<file path="src/rtl/seq_gen_pkg.sv">
// ============================================================================
// Module      : seq_gen_pkg
// Description : Shared state encoding and default widths for seq_pattern_gen.
// Revision    : 1.0 - initial release
// ============================================================================
`default_nettype none

package seq_gen_pkg;

    localparam int c_PAT_W_DEFAULT = 4;
    localparam int c_CNT_W_DEFAULT = 4;

    typedef enum logic [1:0] {
        IDLE  = 2'd0,
        SHIFT = 2'd1,
        GAP   = 2'd2,
        DONE  = 2'd3
    } state_t;

endpackage

`default_nettype wire

</file>
<file path="src/rtl/piso_shreg.sv">
// ============================================================================
// Module      : piso_shreg
// Description : Parallel-in serial-out shift register, MSB presented first.
// Revision    : 1.0 - initial release
// ============================================================================
`default_nettype none

module piso_shreg #(
    parameter int WIDTH = 4
) (
    input  logic             clk,
    input  logic             rst,
    input  logic             load,
    input  logic             shift,
    input  logic [WIDTH-1:0] din,
    output logic             msb
);

    logic [WIDTH-1:0] r_data;

    // Load has priority so a reload on the last bit of a copy needs no bubble.
    always_ff @(posedge clk or posedge rst) begin
        if (rst) begin
            r_data <= '0;
        end else if (load) begin
            r_data <= din;
        end else if (shift) begin
            r_data <= r_data << 1;
        end
    end

    assign msb = r_data[WIDTH-1];

endmodule

`default_nettype wire

</file>
<file path="src/rtl/seq_pattern_gen.sv">
// ============================================================================
// Module      : seq_pattern_gen
// Description : Emits a latched bit pattern MSB-first, repeated with optional
//               zero gaps between copies; Moore FSM with registered outputs.
// Revision    : 1.0 - initial release
// ============================================================================
`default_nettype none

module seq_pattern_gen
    import seq_gen_pkg::*;
#(
    parameter int PAT_W = c_PAT_W_DEFAULT,
    parameter int CNT_W = c_CNT_W_DEFAULT
) (
    input  logic             clk,
    input  logic             rst,
    input  logic             start,
    input  logic [PAT_W-1:0] pattern,
    input  logic [CNT_W-1:0] repeat_cnt,
    input  logic [1:0]       gap_len,
    output logic             busy,
    output logic             out,
    output logic             out_valid,
    output logic             frame_done
);

    localparam int                 c_BIT_W    = (PAT_W > 1) ? $clog2(PAT_W) : 1;
    localparam logic [c_BIT_W-1:0] c_BIT_LAST = c_BIT_W'(PAT_W - 1);
    localparam logic [c_BIT_W-1:0] c_BIT_ONE  = c_BIT_W'(1);
    localparam logic [CNT_W-1:0]   c_REP_ONE  = CNT_W'(1);

    state_t             r_state;
    logic [c_BIT_W-1:0] r_bit_cnt;
    logic [CNT_W-1:0]   r_rep_left;
    logic [1:0]         r_gap_left;
    logic [1:0]         r_gap_len;
    logic [PAT_W-1:0]   r_pat;
    logic               r_busy;
    logic               r_out_valid;
    logic               r_frame_done;
    logic               r_shift_act;

    logic               w_load;
    logic               w_shift;
    logic [PAT_W-1:0]   w_load_data;
    logic               w_msb;

    // Shift-register control mirrors the FSM transitions below.
    always_comb begin
        w_load      = 1'b0;
        w_shift     = 1'b0;
        w_load_data = r_pat;
        case (r_state)
            IDLE: begin
                if (start && (repeat_cnt != '0)) begin
                    w_load      = 1'b1;
                    w_load_data = pattern;
                end
            end
            SHIFT: begin
                if (r_bit_cnt != '0) begin
                    w_shift = 1'b1;
                end else if ((r_rep_left > c_REP_ONE) && (r_gap_len == 2'd0)) begin
                    w_load = 1'b1;
                end
            end
            GAP: begin
                if (r_gap_left == 2'd0) begin
                    w_load = 1'b1;
                end
            end
            default: begin
                w_load = 1'b0;
            end
        endcase
    end

    always_ff @(posedge clk or posedge rst) begin
        if (rst) begin
            r_state      <= IDLE;
            r_bit_cnt    <= '0;
            r_rep_left   <= '0;
            r_gap_left   <= 2'd0;
            r_gap_len    <= 2'd0;
            r_pat        <= '0;
            r_busy       <= 1'b0;
            r_out_valid  <= 1'b0;
            r_frame_done <= 1'b0;
            r_shift_act  <= 1'b0;
        end else begin
            case (r_state)
                IDLE: begin
                    if (start) begin
                        r_pat      <= pattern;
                        r_gap_len  <= gap_len;
                        r_rep_left <= repeat_cnt;
                        r_bit_cnt  <= c_BIT_LAST;
                        if (repeat_cnt == '0) begin
                            r_state      <= DONE;
                            r_frame_done <= 1'b1;
                        end else begin
                            r_state     <= SHIFT;
                            r_busy      <= 1'b1;
                            r_out_valid <= 1'b1;
                            r_shift_act <= 1'b1;
                        end
                    end
                end
                SHIFT: begin
                    if (r_bit_cnt != '0) begin
                        r_bit_cnt <= r_bit_cnt - c_BIT_ONE;
                    end else if (r_rep_left <= c_REP_ONE) begin
                        r_state      <= DONE;
                        r_busy       <= 1'b0;
                        r_out_valid  <= 1'b0;
                        r_shift_act  <= 1'b0;
                        r_frame_done <= 1'b1;
                    end else begin
                        r_rep_left <= r_rep_left - c_REP_ONE;
                        r_bit_cnt  <= c_BIT_LAST;
                        if (r_gap_len != 2'd0) begin
                            r_state     <= GAP;
                            r_gap_left  <= r_gap_len - 2'd1;
                            r_shift_act <= 1'b0;
                        end
                    end
                end
                GAP: begin
                    if (r_gap_left == 2'd0) begin
                        r_state     <= SHIFT;
                        r_shift_act <= 1'b1;
                        r_bit_cnt   <= c_BIT_LAST;
                    end else begin
                        r_gap_left <= r_gap_left - 2'd1;
                    end
                end
                DONE: begin
                    r_state      <= IDLE;
                    r_frame_done <= 1'b0;
                end
                default: begin
                    r_state <= IDLE;
                end
            endcase
        end
    end

    piso_shreg #(
        .WIDTH (PAT_W)
    ) u_shreg (
        .clk   (clk),
        .rst   (rst),
        .load  (w_load),
        .shift (w_shift),
        .din   (w_load_data),
        .msb   (w_msb)
    );

    // Gap cycles are valid but must drive zero, hence the gating.
    assign out        = r_shift_act & w_msb;
    assign busy       = r_busy;
    assign out_valid  = r_out_valid;
    assign frame_done = r_frame_done;

endmodule

`default_nettype wire

</file>
<file path="config.mk">
export PLATFORM = sky130hd
export DESIGN_NAME = seq_pattern_gen
export DESIGN_NICKNAME = d
export VERILOG_FILES = /design/src/rtl/seq_gen_pkg.sv /design/src/rtl/piso_shreg.sv /design/src/rtl/seq_pattern_gen.sv
export SDC_FILE = /design/constraint.sdc
export NUM_CORES = 1
export LEC_CHECK = 0
export CAP_MARGIN = 20
export CORE_UTILIZATION = 50
export CTS_CLUSTER_SIZE = 20
export DETAILED_ROUTE_END_ITERATION = 8
export PLACE_DENSITY = 0.74
export SLEW_MARGIN = 40
export SYNTH_ARGS = -nofsm -noshare
export SYNTH_HDL_FRONTEND = slang
export SYNTH_HIERARCHICAL = 1
export SYNTH_SLANG_ARGS = --single-unit
</file>
<file path="constraint.sdc">
create_clock -name clk -period 2.5 [get_ports clk]
set_input_delay 0.625 -clock clk [delete_from_list [all_inputs] [get_ports clk]]
set_output_delay 0.625 -clock clk [all_outputs]
set_load 0.1 [all_outputs]
</file>
* Yosys cells after proc, flatten, opt, wreduce, memory -nomap -nowiden *
Cells that the tools add are included.

cells by class
  add/sub/neg operators = 4
  magnitude comparators = 2
  eq/ne operators = 14
  mux-type cells = 47
  bitwise logic cells = 1
  reductions and logical operators = 22

operators with widths
  operator             count
  $mux 2               14
  $mux 4               7
  $mux 1               18
  $ne 2x2->1 const B   9
  $reduce_and 5->1     3
  $reduce_and 4->1     3
  $reduce_bool 2->1    5
  $pmux 1 s3           3
  $pmux 2 s4           1
  $pmux 4 s2           1
  $logic_not 2->1      3
  $ne 3x3->1 const B   2
  $pmux 2 s3           1
  $reduce_and 6->1     1
  $reduce_bool 3->1    2
  $sub 2x1->2 const B  3
  $eq 2x2->1 const B   2
  $gt 4x1->1 const B   1
  $le 4x1->1 const B   1
  $logic_not 4->1      1
  $pmux 2 s2           1
  $reduce_bool 4->1    1
  $sub 4x1->4 const B  1
  $eq 2x1->1 const B   1
  4 further kinds      5

word-level totals
  bits in registers = 23
  input bits = 13
  output and inout port bits = 4
  logic and storage cells = 100

* Depth between registers and ports, before layout *
Gate-level depths: netlist of run 1.

  depth after elaboration = 6
  gate-level depth with buffers = 7
  mapped depth without buffers = 7

* Cells and area by module *
The synthesis of run 1 kept the hierarchy.

by module, submodules not included
  module           times used  cells each  area an instance (um^2)  sequential area each (um^2)
  seq_pattern_gen  1           115         1179.9                   475.5
  piso_shreg       1           17          175.2                    100.1

* Least setup slack after synthesis of run 1 *
OpenSTA, ideal clock, no wires.

  kind = reg2out
  from = reg r_out_valid, in the netlist out_valid
  to = out out_valid
  data arrival time = 1340 ps
  required time = 1875 ps
  path slack = 535 ps
  stages on the path, launching flop included = 2
  buffers on the path = 1
  cell sequence = dfrtp_1 -> buf_4

RTL lines
  element                 RTL line                text
  start, declared         seq_pattern_gen.sv:39   logic r_out_valid;
  start signal, assigned  seq_pattern_gen.sv:87   r_out_valid <= 1'b0;
  start signal, assigned  seq_pattern_gen.sv:104  r_out_valid <= 1'b1;
  start signal, assigned  seq_pattern_gen.sv:115  r_out_valid <= 1'b0;
  end, declared           seq_pattern_gen.sv:23   output logic out_valid,

No word-level cell between the ends.

* Final worst setup path of run 1 *
  from = in repeat_cnt[2]
  to = reg u_shreg.r_data[0]

on the way
  word-level cells in the longest chain between the ends = 5
  elaborated cells between the ends (all ways) = 8
  classes of those cells = 5 x mux; 3 x reduce/logical

ends and longest elaborated chain
  element                                      RTL line               text
  start, declared                              seq_pattern_gen.sv:19  input logic [CNT_W-1:0] repeat_cnt,
  $reduce_bool 4->1 (*)                        seq_pattern_gen.sv:55  if (start && (repeat_cnt != '0)) begin
  $logic_and 1x1->1 (*)                        seq_pattern_gen.sv:55
  $mux 1 (*)                                   seq_pattern_gen.sv:55
  $pmux 1 s3 (*)                               seq_pattern_gen.sv:53  case (r_state)
  net w_load                                   seq_pattern_gen.sv:43  logic w_load;
  $mux 4 or $reduce_bool 2->1 (tied branches)  -
  end signal, assigned                         piso_shreg.sv:26       r_data <= din;
  end signal, assigned                         piso_shreg.sv:28       r_data <= r_data << 1;
  end, declared                                piso_shreg.sv:19       logic [WIDTH-1:0] r_data;

Mark *: on every way through the listed nets, which the timed path passes. The rest lies on a longest branch.
A chain may end at the register's enable or synchronous reset.

==> impl_metrics.csv, run 1 <==
group,metric,value,unit
run_status,status,"finished, final reports clean",
synth,synthFlopType,"dfrtp_1",
synth,syn_nets,148,
critical_path,end_kind,"register",
place,gp_congestion,0.755,
grt,overflow,0,
timing,finalSetupViolCount,0,
timing,rsz0062_at_grt,"no",
floorplan,dieHeight,54.1,um
critical_path,path_class,"input pin to register",
timing,post-route-period-util,0.826,
critical_path,r2r_setup_slack,0.56,ns
route,routed_wirelength,2.66,mm
clock_tree,post_cts_resized,0,
critical_path,critPathArrivalTime,2.31,ns
power,power_density,1350,nW/um^2
synth,synthCells,132,
route,viasPerCell,5.72,
power,vdd_drop_max,1050,uV
clock_tree,cts_setup_buffers,0,
timing,skew,0.0151,ns
synth,synth.distinct_cells,41,
final_layout,fill_cells,225,
route,drtPass1Iterations,4,
grt,grt_pass1_wl,4.24,mm
place,place_hpwl,2.05,mm
critical_path,critPathLaunch,"repeat_cnt[2]",
clock_tree,cts_made_buffers,3,
clock_tree,numClockSinks,23,
timing,drv_slew,0,
clock_tree,cts_buffer_depth,2,
grt,grt_max_degree,20,
clock_tree,hold_buffers,0,
floorplan,fp.dieW,54.1,um
grt,grt_use_total,0.207,
route,ant_nets,0,
timing,worst_pin_slew,0.685,ns
synth,yosysWarnings,6,
clock_tree,clock_latency,0.32,ns
timing,layout_min_cycle_time,2.06,ns
timing,fmax,484,MHz
final_layout,fin_nets,166,
floorplan,num_rows,18,
timing,hold_violations,0,
hold_path,hold_path_class,"input pin to async pin",
floorplan,start_util,0.537,
final_layout,final_core_util,0.615,
critical_path,worstPathRequired,2.74,ns
critical_path,r2r.worst_path.cells,7,
floorplan,die_area,2920,um^2
final_layout,syn_to_final_growth,14.5,%
critical_path,crit_end,"u_shreg/r_data[0]$_DFFE_PP0P_",
route,wire_per_inst,14.9,um
critical_path,crit_path_max_fanout,8,
timing,slew_headroom,0.541,
place,port_buffers,16,
route,initialDrtViolationCount,31,
synth,ys_ff_latch,23,
final_layout,final_layout_size_suffix_gt1_frac,0.181,
synth,yosysSeqAreaShare,0.425,
clock_tree,htree_levels,1,
final_layout,layout_commonest_cell,"dfrtp_1",
floorplan,coreArea,2520,um^2
timing,setup_tns,0,ns
power,leakage,0.671,nW
clock_tree,tritoncts,"yes",
synth,synth_edf_count,0,
final_layout,layout_common_cells,"23 x dfrtp_1, 12 x clkdlybuf4s50_1, 8 x inv_1, 8 x nor2_1",
synth,postSynthAreaPerCell,10.3,um^2
synth,async_flop_share,1.00,
floorplan,ios,17,
clock_tree,path_clk_slew,0.12,ns
clock_tree,cts_root_buf,"clkbuf_4",
grt,antenna_found_initial,0,
critical_path,r2r_end,"u_shreg/r_data[0]$_DFFE_PP0P_",
route,dr_total_vias,1024,
grt,grt_pass1_vias,930,
critical_path,r2r-start,"r_rep_left[0]$_DFFE_PP0P_",
route,drc_errors,0,
final_layout,antennaDiodeCount,0,
flow_run,maxCapViolations,0,
synth,synth_area,1360,um^2
critical_path,startpoint_type,"input pin",
[sequential cells by signal (all words and copies together), names as in the netlist]
name / cells
r_pat: 4
r_bit_cnt: 2
out_valid: 1
r_shift_act: 1
u_shreg/r_data: 4
r_gap_left: 2
r_gap_len: 2
r_state: 2
r_rep_left: 4
frame_done: 1
[cells in the mapped netlist (3+ instances only)]
master	count	share of area
buf_2	3	0.011
nand2b_1	3	0.014
nor2b_1	3	0.014
ha_1	3	0.028
a21oi_1	6	0.022
dfrtp_1	23	0.42
nor3_1	4	0.015
nor2_1	8	0.022
nand2_1	7	0.019
mux2_4	4	0.044
inv_1	9	0.025
o31a_1	3	0.019
o21ai_1	4	0.015
mux2_2	6	0.050
mux2i_1	5	0.037
a31oi_1	5	0.023
o21ai_0	6	0.022
[stage by stage]
| stage | instance area (um^2) | power [mW] | std cells | hold slack [ns] | setup WS [ns] |
|---|---|---|---|---|---|
| 5_1_grt | 1550 | 2.24 | 179 | 0.526 | 0.361 |
| 3_3_place_gp | 1520 | 1.89 | 175 | 0.494 | 0.128 |
| 2_1_floorplan | 1360 | 1.69 | 132 | 0.391 | 0.535 |
| 3_5_place_dp | 1520 | 1.92 | 175 | 0.499 | 0.0880 |
| 4_1_cts | 1550 | 2.10 | 179 | 0.495 | 0.434 |
| 6_report | 1550 | 2.09 | 179 | 0.507 | 0.435 |
[routing by layer]
layer | GRT usage | part of all wire | vias to the layer above
li1 | - | - | 519
met1 | 0.298 | 0.49 | 471
met2 | 0.309 | 0.45 | 30
met3 | 0.0339 | 0.039 | 4
met4 | 0.0769 | 0.015 | 0
met5 | 0 | 0 | -
[worst max-delay path: stages]
cell and delay [ns]:
clkdlybuf4s50_1 0.46, nor4_4 0.46, nor2_8 0.08, a211o_1 0.37, nand2b_1 0.17, o21ai_0 0.14
[cell families after synthesis]
kind of cell / synth area share
muxes: 0.131
adders and majority gates: 0.0277
AOI/OAI and AO/OA: 0.195
and+or+nand+nor: 0.166
buffers and inverters: 0.0554
DFF: 0.425
[how the worst min path moves through the flow]
stage / startpoint / to / slack (ns)
after CTS: rst / u_shreg/r_data[3]$_DFFE_PP0P_ / 0.50
after global routing: rst / u_shreg/r_data[0]$_DFFE_PP0P_ / 0.53
after global placement: r_pat[3]$_DFFE_PP0P_ / r_pat[3]$_DFFE_PP0P_ / 0.49
after floorplan: rst / u_shreg/r_data[0]$_DFFE_PP0P_ / 0.39
final: rst / u_shreg/r_data[0]$_DFFE_PP0P_ / 0.51
after detailed placement: r_pat[0]$_DFFE_PP0P_ / r_pat[0]$_DFFE_PP0P_ / 0.50
[power breakdown]
group | switching (mW) | internal, mW | total, mW
clock | 0.117 | 0.0600 | 0.177
combinational | 0.685 | 0.495 | 1.18
sequential | 0.188 | 0.548 | 0.736
total | 0.990 | 1.10 | 2.09
[area by class of cell]
| type | instances | area (um^2) | share of cell area |
|---|---|---|---|
| inverters | 9 | 33.8 | 0.0218 |
| clock inverters | 1 | 5.00 | 0.00323 |
| repair buffers | 19 | 173 | 0.111 |
| well taps | 30 | 37.5 | 0.0242 |
| flip-flops and latches | 23 | 576 | 0.371 |
| clock buffers | 3 | 22.5 | 0.0145 |
| multi-input cells | 94 | 704 | 0.454 |
Note: power is estimated with default switching activity, not from simulation.
==> run 2: changes to the inputs <==
clock period = 2.05 ns   (was 2.5 ns; I/O delays follow)
==> impl_metrics.csv, run 2 (synthesized netlist as in run 1, its figures left out) <==
group,metric,value,unit
final_layout,fill_cells,216,
hold_path,hold_path_class,"input pin to async pin",
critical_path,r2r_end,"u_shreg/r_data[1]$_DFFE_PP0P_",
timing,post-route-period-util,0.952,
clock_tree,post_cts_resized,0,
power,combinationalPowerShare,0.601,
floorplan,coreArea,2520,um^2
timing,rsz0062_at_grt,"no",
final_layout,antennaDiodeCount,0,
critical_path,startpoint_type,"input pin",
grt,grt_pass1_vias,1006,
grt,grt_max_degree,20,
timing,hold_violations,0,
power,p_total,2.64,mW
place,gp_congestion,0.839,
floorplan,num_rows,18,
grt,antenna_found_initial,0,
route,dr_total_vias,1071,
final_layout,syn_to_final_growth,21.3,%
route,routed_wirelength,2.69,mm
route,initialDrtViolationCount,28,
place,place_area,1620,um^2
critical_path,critPathArrivalTime,2.15,ns
final_layout,fin_nets,175,
power,internal-power,1.43,mW
timing,hold_ws,0.383,ns
power,power_density,1610,nW/um^2
floorplan,fp.dieW,54.1,um
floorplan,die_area,2920,um^2
power,clockPowerShare,0.081,
final_layout,layout_common_cells,"23 x dfrtp_1, 14 x buf_4, 12 x clkdlybuf4s50_1, 9 x inv_1, 8 x nor2_1",
critical_path,r2r.worst_path.cells,8,
final_layout,stdcell_count,188,
final_layout,layout_commonest_cell,"dfrtp_1",
clock_tree,path_clk_slew,0.13,ns
clock_tree,cts_setup_buffers,0,
place,place_hpwl,2.08,mm
timing,skew,0.00301,ns
power,p_sw,1.21,mW
floorplan,start_util,0.537,
grt,overflow,0,
power,vdd_drop_max,916,uV
route,viasPerCell,5.70,
clock_tree,cts_buffer_depth,2,
power,leakage,0.730,nW
route,wire_per_inst,14.3,um
critical_path,worstPathRequired,2.24,ns
place,port_buffers,16,
run_status,status,"finished, final reports clean",
timing,fmax,512,MHz
clock_tree,hold_buffers,0,
critical_path,end_kind,"register",
critical_path,crit_path_max_fanout,6,
place,dp_cells,184,
grt,grt_use_total,0.213,
power,power.share.switching,0.458,
timing,worst_slack,0.0984,ns
route,drc_errors,0,
critical_path,path_class,"input pin to register",
critical_path,r2r-start,"r_rep_left[0]$_DFFE_PP0P_",
clock_tree,clock_latency,0.31,ns
final_layout,final_layout_size_suffix_gt1_frac,0.228,
timing,finalSetupViolCount,0,
flow_run,maxCapViolations,0,
power,sequentialPowerShare,0.318,
critical_path,r2r_setup_slack,0.19,ns
clock_tree,cts_made_buffers,3,
route,drtPass1Iterations,4,
final_layout,postLayoutCellArea,1640,um^2
timing,worst_pin_slew,0.563,ns
clock_tree,htree_levels,1,
timing,layout_min_cycle_time,1.95,ns
clock_tree,cts_root_buf,"clkbuf_4",
final_layout,reg_top3,"r_pat x4, r_rep_left x4, u_shreg/r_data x4",
floorplan,dieHeight,54.1,um
grt,grt_pass1_wl,4.37,mm
timing,drv_slew,0,
route,ant_nets,0,
clock_tree,tritoncts,"yes",
clock_tree,numClockSinks,23,
place,place_ws,-0.228,ns
floorplan,ios,17,
timing,slew_headroom,0.620,
[run 2: changes by cell type in the layout (fill, tap and decap cells not counted)]
cell	before	now
inv_1	8	9
clkinv_1	1	0
buf_12	0	2
buf_4	7	14
[run 2: layout make-up]
cell class	count	area, um^2	area share
inverter	9	33.8	0.0205
multi-input combinational	94	704	0.428
timing repair buffer	28	265	0.161
sequential	23	576	0.350
tap	30	37.5	0.0228
clock inverter	1	5.00	0.00304
clock buffer	3	22.5	0.0137
[run 2: how the worst max path moves through the flow]
stage                          startpoint                       endpoint  slack [ns]  cells past startpoint
finish                              start  u_shreg/r_data[0]$_DFFE_PP0P_         0.1                      6
global route                        start  u_shreg/r_data[0]$_DFFE_PP0P_        0.06                      6
CTS                                 start  u_shreg/r_data[0]$_DFFE_PP0P_        0.13                      6
floorplan           out_valid$_DFFE_PP0P_                      out_valid        0.20                      1
detailed placement                  start  u_shreg/r_data[0]$_DFFE_PP0P_       -0.23                      6
global placement                    start  u_shreg/r_data[0]$_DFFE_PP0P_       -0.19                      6
[run 2: power groups by stage]
stage,registers (mW),clock network [mW],logic (mW)
finish,0.841,0.214,1.59
floorplan,0.923,0,1.14
detailed placement,0.851,0,1.59
global route,0.876,0.233,1.73
CTS,0.840,0.222,1.60
global placement,0.838,0,1.55
[run 2: worst max-delay path: stages]
cell             delay, ns
clkdlybuf4s50_1       0.51
or3b_1                0.47
nor2_8                0.21
mux2_4                0.31
nand2_1               0.06
o21ai_0               0.08
[run 2: layer usage]
| layer | global-route usage | up-vias | share of wire |
|---|---|---|---|
| met4 | 0.0769 | 0 | 0.015 |
| met3 | 0.0367 | 4 | 0.038 |
| met5 | 0 | - | 0 |
| met1 | 0.280 | 512 | 0.49 |
| li1 | - | 531 | - |
| met2 | 0.350 | 24 | 0.46 |
[run 2: stage by stage]
stage,util,TNS (ns)
final,0.652,0
after global placement,0.641,-0.780
after detailed placement,0.641,-0.997
after floorplan,-,0
after global routing,0.652,0
after CTS,0.652,0
